`config.mk`:
```
export PLATFORM = sky130hd
export DESIGN_NAME = fp_mult_pipe
export DESIGN_NICKNAME = d
export VERILOG_FILES = /design/src/rtl/fp_mult_pipe.sv
export SDC_FILE = /design/constraint.sdc
export NUM_CORES = 2
export LEC_CHECK = 0
export BUFFER_PORTS_ARGS = -buffer_cell sky130_fd_sc_hd__buf_2
export CAP_MARGIN = 40
export CELL_PAD_IN_SITES_DETAIL_PLACEMENT = 0
export CELL_PAD_IN_SITES_GLOBAL_PLACEMENT = 1
export CORE_ASPECT_RATIO = 0.5
export CORE_MARGIN = 2
export CORE_UTILIZATION = 50
export DETAILED_ROUTE_END_ITERATION = 16
export PLACE_DENSITY = 0.9
export SLEW_MARGIN = 15
export SYNTH_ARGS = -nofsm -noshare
export SYNTH_HDL_FRONTEND = slang
export SYNTH_SLANG_ARGS = --single-unit
export TNS_END_PERCENT = 100
```
`constraint.sdc`:
```
create_clock -name clk -period 8.19 [get_ports clk]
set_input_delay 0 -clock clk [delete_from_list [all_inputs] [get_ports clk]]
set_output_delay 0 -clock clk [all_outputs]
set_load 0.01 [all_outputs]
```
`src/rtl/fp_mult_pipe.sv`:
```
// rtl/fp_mult_pipe.sv - pipelined parametrised floating-point multiplier with RNE rounding
module fp_mult_pipe #(
  parameter int EXP_W = 8,
  parameter int MAN_W = 23
) (
  input  logic                 clk,
  input  logic                 rst,
  input  logic                 in_valid,
  output logic                 in_ready,
  input  logic [EXP_W+MAN_W:0] operand_a,
  input  logic [EXP_W+MAN_W:0] operand_b,
  output logic                 out_valid,
  input  logic                 out_ready,
  output logic [EXP_W+MAN_W:0] result,
  output logic [3:0]           flags
);

  localparam int W   = 1 + EXP_W + MAN_W;
  localparam int EW2 = EXP_W + 2;
  localparam int PW  = 2 * MAN_W + 2;

  localparam logic signed [EW2-1:0] BIAS    = EW2'((1 << (EXP_W - 1)) - 1);
  localparam logic signed [EW2-1:0] EXP_TOP = EW2'((1 << EXP_W) - 1);
  localparam logic signed [EW2-1:0] ONE_S   = EW2'(1);
  localparam logic [W-1:0] QNAN = {1'b0, {EXP_W{1'b1}}, 1'b1, {(MAN_W-1){1'b0}}};

  typedef enum logic [1:0] {CLS_NORM, CLS_NAN, CLS_INF, CLS_ZERO} cls_t;

  // One global enable: the whole pipe moves only when the output slot can drain.
  logic advance;
  assign advance  = !out_valid || out_ready;
  assign in_ready = advance;

  // Operand unpack and classification (subnormals are flushed to zero).
  logic             sign_a, sign_b;
  logic [EXP_W-1:0] exp_a, exp_b;
  logic [MAN_W-1:0] frac_a, frac_b;
  assign {sign_a, exp_a, frac_a} = operand_a;
  assign {sign_b, exp_b, frac_b} = operand_b;

  logic nan_a, nan_b, snan_a, snan_b, inf_a, inf_b, zero_a, zero_b;
  assign nan_a  = (&exp_a) && (|frac_a);
  assign nan_b  = (&exp_b) && (|frac_b);
  assign snan_a = nan_a && !frac_a[MAN_W-1];
  assign snan_b = nan_b && !frac_b[MAN_W-1];
  assign inf_a  = (&exp_a) && !(|frac_a);
  assign inf_b  = (&exp_b) && !(|frac_b);
  assign zero_a = !(|exp_a);
  assign zero_b = !(|exp_b);

  cls_t cls_d;
  logic inv_d;

  // Resolve the special-case class of the pair; earlier branches win.
  always_comb begin
    cls_d = CLS_NORM;
    inv_d = 1'b0;
    if (nan_a || nan_b) begin
      cls_d = CLS_NAN;
      inv_d = snan_a || snan_b;
    end else if ((inf_a && zero_b) || (zero_a && inf_b)) begin
      cls_d = CLS_NAN;
      inv_d = 1'b1;
    end else if (inf_a || inf_b) begin
      cls_d = CLS_INF;
    end else if (zero_a || zero_b) begin
      cls_d = CLS_ZERO;
    end
  end

  logic signed [EW2-1:0] exp_sum;
  assign exp_sum = $signed({2'b00, exp_a}) + $signed({2'b00, exp_b}) - BIAS;

  logic                  s1_valid, s1_sign, s1_inv;
  cls_t                  s1_cls;
  logic signed [EW2-1:0] s1_exp;
  logic [MAN_W:0]        s1_man_a, s1_man_b;

  // Stage 1: register unpacked operands, sign, exponent sum and class.
  always_ff @(posedge clk or posedge rst) begin
    if (rst) begin
      s1_valid <= 1'b0;
      s1_sign  <= 1'b0;
      s1_inv   <= 1'b0;
      s1_cls   <= CLS_NORM;
      s1_exp   <= '0;
      s1_man_a <= '0;
      s1_man_b <= '0;
    end else if (advance) begin
      s1_valid <= in_valid;
      s1_sign  <= sign_a ^ sign_b;
      s1_inv   <= inv_d;
      s1_cls   <= cls_d;
      s1_exp   <= exp_sum;
      s1_man_a <= {1'b1, frac_a};
      s1_man_b <= {1'b1, frac_b};
    end
  end

  logic [PW-1:0]         prod, prod_norm;
  logic signed [EW2-1:0] exp_norm;
  assign prod = {{(MAN_W+1){1'b0}}, s1_man_a} * {{(MAN_W+1){1'b0}}, s1_man_b};

  // Normalise so the leading one lands in the top bit; no product bits are dropped.
  always_comb begin
    prod_norm = prod;
    exp_norm  = s1_exp + ONE_S;
    if (!prod[PW-1]) begin
      prod_norm = {prod[PW-2:0], 1'b0};
      exp_norm  = s1_exp;
    end
  end

  logic                  s2_valid, s2_sign, s2_inv;
  cls_t                  s2_cls;
  logic signed [EW2-1:0] s2_exp;
  logic [PW-1:0]         s2_man;

  // Stage 2: register the normalised product.
  always_ff @(posedge clk or posedge rst) begin
    if (rst) begin
      s2_valid <= 1'b0;
      s2_sign  <= 1'b0;
      s2_inv   <= 1'b0;
      s2_cls   <= CLS_NORM;
      s2_exp   <= '0;
      s2_man   <= '0;
    end else if (advance) begin
      s2_valid <= s1_valid;
      s2_sign  <= s1_sign;
      s2_inv   <= s1_inv;
      s2_cls   <= s1_cls;
      s2_exp   <= exp_norm;
      s2_man   <= prod_norm;
    end
  end

  // Round to nearest even on the kept MAN_W+1 bits.
  logic [MAN_W:0]        kept;
  logic                  guard, sticky, round_up;
  logic [MAN_W+1:0]      man_sum;
  logic [MAN_W-1:0]      frac_r;
  logic signed [EW2-1:0] exp_r;
  assign kept     = s2_man[PW-1:MAN_W+1];
  assign guard    = s2_man[MAN_W];
  assign sticky   = |s2_man[MAN_W-1:0];
  assign round_up = guard && (sticky || kept[0]);
  assign man_sum  = {1'b0, kept} + {{(MAN_W+1){1'b0}}, round_up};
  assign frac_r   = man_sum[MAN_W+1] ? man_sum[MAN_W:1] : man_sum[MAN_W-1:0];
  assign exp_r    = man_sum[MAN_W+1] ? s2_exp + ONE_S : s2_exp;

  logic                  s3_valid, s3_sign, s3_inv, s3_inexact;
  cls_t                  s3_cls;
  logic signed [EW2-1:0] s3_exp;
  logic [MAN_W-1:0]      s3_frac;

  // Stage 3: register the rounded mantissa and final exponent.
  always_ff @(posedge clk or posedge rst) begin
    if (rst) begin
      s3_valid   <= 1'b0;
      s3_sign    <= 1'b0;
      s3_inv     <= 1'b0;
      s3_inexact <= 1'b0;
      s3_cls     <= CLS_NORM;
      s3_exp     <= '0;
      s3_frac    <= '0;
    end else if (advance) begin
      s3_valid   <= s2_valid;
      s3_sign    <= s2_sign;
      s3_inv     <= s2_inv;
      s3_inexact <= guard || sticky;
      s3_cls     <= s2_cls;
      s3_exp     <= exp_r;
      s3_frac    <= frac_r;
    end
  end

  logic [W-1:0] res_d;
  logic [3:0]   flg_d;

  // Range check and pack; flags are {invalid, overflow, underflow, inexact}.
  always_comb begin
    res_d = '0;
    flg_d = '0;
    case (s3_cls)
      CLS_NAN: begin
        res_d = QNAN;
        flg_d = {s3_inv, 3'b000};
      end
      CLS_INF:  res_d = {s3_sign, {EXP_W{1'b1}}, {MAN_W{1'b0}}};
      CLS_ZERO: res_d = {s3_sign, {(W-1){1'b0}}};
      default: begin
        if (s3_exp >= EXP_TOP) begin
          res_d = {s3_sign, {EXP_W{1'b1}}, {MAN_W{1'b0}}};
          flg_d = 4'b0101;
        end else if (s3_exp < ONE_S) begin
          res_d = {s3_sign, {(W-1){1'b0}}};
          flg_d = 4'b0011;
        end else begin
          res_d = {s3_sign, s3_exp[EXP_W-1:0], s3_frac};
          flg_d = {3'b000, s3_inexact};
        end
      end
    endcase
  end

  // Output register: holds result and flags while the consumer stalls.
  always_ff @(posedge clk or posedge rst) begin
    if (rst) begin
      out_valid <= 1'b0;
      result    <= '0;
      flags     <= '0;
    end else if (advance) begin
      out_valid <= s3_valid;
      if (s3_valid) begin
        result <= res_d;
        flags  <= flg_d;
      end
    end
  end

endmodule

```
==> key figures <==
Status
  • Outcome: completed

Global routing
  • First-pass GRT wire length: 119300 um
  • Congestion Overflow GR: 0
  • GRT Util Overall: 24.67%
  • Initial antenna violation count: 1
  • Vias in the first global route: 23480
  • Largest net degree at the start of global routing: 106

Placement
  • Post-DP Area: 30160 um^2
  • GPL Wtd Cong: 0.9157
  • IO Port Bufs: 105
  • DP HPWL: 55820 um

CTS
  • Post-CTS Setup Bufs: 0
  • Clock sink count: 201
  • Clk_lat worst skew: 0.56 ns
  • Maximum buffer depth of the clock tree: 3
  • Clk root buf: clkbuf_16
  • CTS clock-pin slew for the worst setup and hold paths: 0.06 ns
  • H-tree levels: 1
  • CTS Buf Count: 23
  • CTS tree: yes

Synth
  • Most frequent cell after synthesis: nand2_1
  • Synth cell types: 76
  • Mapped Area: 28720 um^2
  • Avg Cell Area, Syn: 8.869 um^2
  • Synth top area cells: fa_1 34%, dfrtp_1 18%, ha_1 8.6%
  • Sequential share of the synthesized area: 17.51%
  • #FFs+latches synth: 201
  • Async SR Flop Fraction: 100.0%
  • Synth Net Count: 3986
  • Post-synth EDFFs: 0
  • Synth cell count leaders: 635 x nand2_1, 574 x inv_1, 483 x fa_1, 283 x and2_1, 201 x dfrtp_1
  • Syn. warnings: 0
  • Area fraction of the dominant cell type after synthesis: 33.67%
  • Ys flop type: dfrtp_1
  • Largest area contributor in the netlist: fa_1
  • Cells after Synth: 3238

Detailed routing
  • Final antenna-violating net count: 0
  • Vias per cell: 5.419
  • Final wirelength: 70460 um
  • First DRT Iteration DRCs: 1595
  • Drt first pass iters: 6
  • Vias: 22330
  • Residual DRC: 0
  • Drt wl/cell: 17.10 um

STA
  • Layout Skew: 0.02479 ns
  • Final Max Slew Viols: 0
  • Hold Vio Cnt, Final: 0
  • Slew @ Worst Pin: 0.8661 ns
  • Relative slew margins: 42.26%
  • Highest Clock Rate: 0.1280 GHz
  • Setup_tns: 0 ns
  • Final setup vio count: 0
  • Tcrit/Tclk final: 95.37%
  • Unrepaired setup endpoints after global routing: false
  • Min Clock Period, post-route: 7.811 ns

Critical path
  • Critical path startpoint: s1_man_a[23]$_DFFE_PP0N_
  • Reg-to-reg slack, setup: 0.38 ns
  • Worst r2r src: s1_man_a[23]$_DFFE_PP0N_
  • RR Endpoint: s2_man[42]$_DFFE_PP0N_
  • WP data required: 8.67 ns
  • Critical Path AT: 8.29 ns
  • CP Class: reg -> reg
  • CP Max Fanout: 23
  • Worst reg2reg path depth: 23
  • Worst Setup Start Kind: register
  • Critical Path End Type: register

Worst hold path
  • WHS Path Cells: 5
  • Hold_sp: operand_a[30]
  • Hold endpoint: s1_exp[8]$_DFFE_PP0N_
  • Worst hold path class: in -> reg

Final layout
  • Share of cells above drive strength 1: 7.162%
  • P&R area growth vs syn: 10.39%
  • Nets: 4084
  • Finished Cell Area: 31700 um^2

Floorplanning
  • Die area: 59490 um^2
  • Core area: 57090 um^2
  • Io pins: 106
  • Rows: 62
  • Initial Util: 50.30%
  • Die W: 342.9 um
  • Die Height: 173.5 um

Run
  • Max-cap viol count: 0
-- cell type report --
cell class	instances	area, um^2
multi-input combinational	2288	20870
clock buffer	26	596.8
inverter	576	2172
antenna	1	2.502
sequential	201	5030
fill	5125	25390
clock inverter	14	168.9
timing repair buffer	246	1901
tap	768	960.9
-- registers in the layout, indices dropped and copies added, names as in the netlist, 2 cells and up --
register,count
flags,4
result,32
s1_cls,2
s1_exp,10
s1_man_a,24
s1_man_b,23
s2_cls,2
s2_exp,10
s2_man,48
s3_cls,2
s3_exp,10
s3_frac,23
-- worst max path at each step --
stage | to | slack, ns | depth (start not counted)
2_1_floorplan | s2_man[23]$_DFFE_PP0N_ | 0.80 | 30
3_3_place_gp | s2_man[42]$_DFFE_PP0N_ | 0.53 | 23
3_5_place_dp | s2_man[42]$_DFFE_PP0N_ | 0.48 | 22
4_1_cts | s2_man[42]$_DFFE_PP0N_ | 0.45 | 23
5_1_grt | s2_man[42]$_DFFE_PP0N_ | 0.09 | 23
6_report | s2_man[42]$_DFFE_PP0N_ | 0.38 | 23
-- what timing repair did --
action                     4_1_cts  5_1_grt
hold buffers                    68        0
gates resized for setup          0        0
setup endpoints to repair        0        0
hold endpoints to repair       227        0
-- worst max-delay path: stages, from the launching register on --
cell,delay [ns]
dfrtp_1,0.64
buf_4,0.36
nand2_1,0.12
fa_1,0.58
inv_1,0.06
fa_1,0.53
inv_1,0.05
fa_1,0.48
fa_1,0.51
fa_1,0.49
inv_1,0.05
fa_1,0.44
ha_1,0.29
ha_1,0.38
a21o_1,0.21
a211o_1,0.31
o211a_1,0.15
o22ai_1,0.39
o211a_1,0.34
a31oi_4,0.20
or2_0,0.29
buf_4,0.23
or4_1,0.54
nand2_1,0.07
-- cells by family after synthesis --
group           share of synthesized area (%)
compound gates                          7.808
simple gates                            19.10
flops                                   17.51
mux                                     1.102
buf+inv                                 9.877
fa+ha+maj                               42.25
xor+xnor                                2.348
-- through the flow --
step,worst slack [ns],utilization [%],cells,hold WS [ns]
6_report,0.3792,55.52,4120,0.01604
5_1_grt,0.09134,55.52,4120,0.02797
4_1_cts,0.4521,55.36,4113,0.009941
3_5_place_dp,0.4798,52.83,4005,-0.02575
3_3_place_gp,0.5325,52.55,3996,0.2093
2_1_floorplan,0.8038,-,3238,0.1125
-- cell usage in the layout, fill, tap and decap left out, types with 10 or more instances in the layout --
master / count
clkbuf_16: 23
a31oi_1: 22
nand4_1: 21
ha_1: 197
and3_1: 15
fa_1: 483
a22o_1: 24
buf_4: 57
a21o_1: 32
dfrtp_1: 201
a21oi_1: 73
buf_2: 106
o21ai_0: 98
o211ai_1: 10
mux2i_1: 26
dlygate4sd3_1: 68
xnor2_1: 46
nor3_1: 20
o31ai_1: 13
inv_1: 573
xor2_1: 31
nor4_1: 27
nor2_1: 71
nand2_1: 635
nand3_1: 32
and2_1: 283
-- metal layers --
layer / part of all wire (%) / vias up / track usage [%] / wire length [um]
li1: - / 10170 / - / -
met3: 6.0 / 111 / 3.465 / 4212
met5: 0 / - / 0 / 0
met1: 43 / 11380 / 34.47 / 30270
met2: 48 / 664 / 40.41 / 33920
met4: 2.9 / 0 / 6.841 / 2050
Power is not shown: default switching activity piles up to over one toggle a cycle in this logic, so the estimate is an artifact.
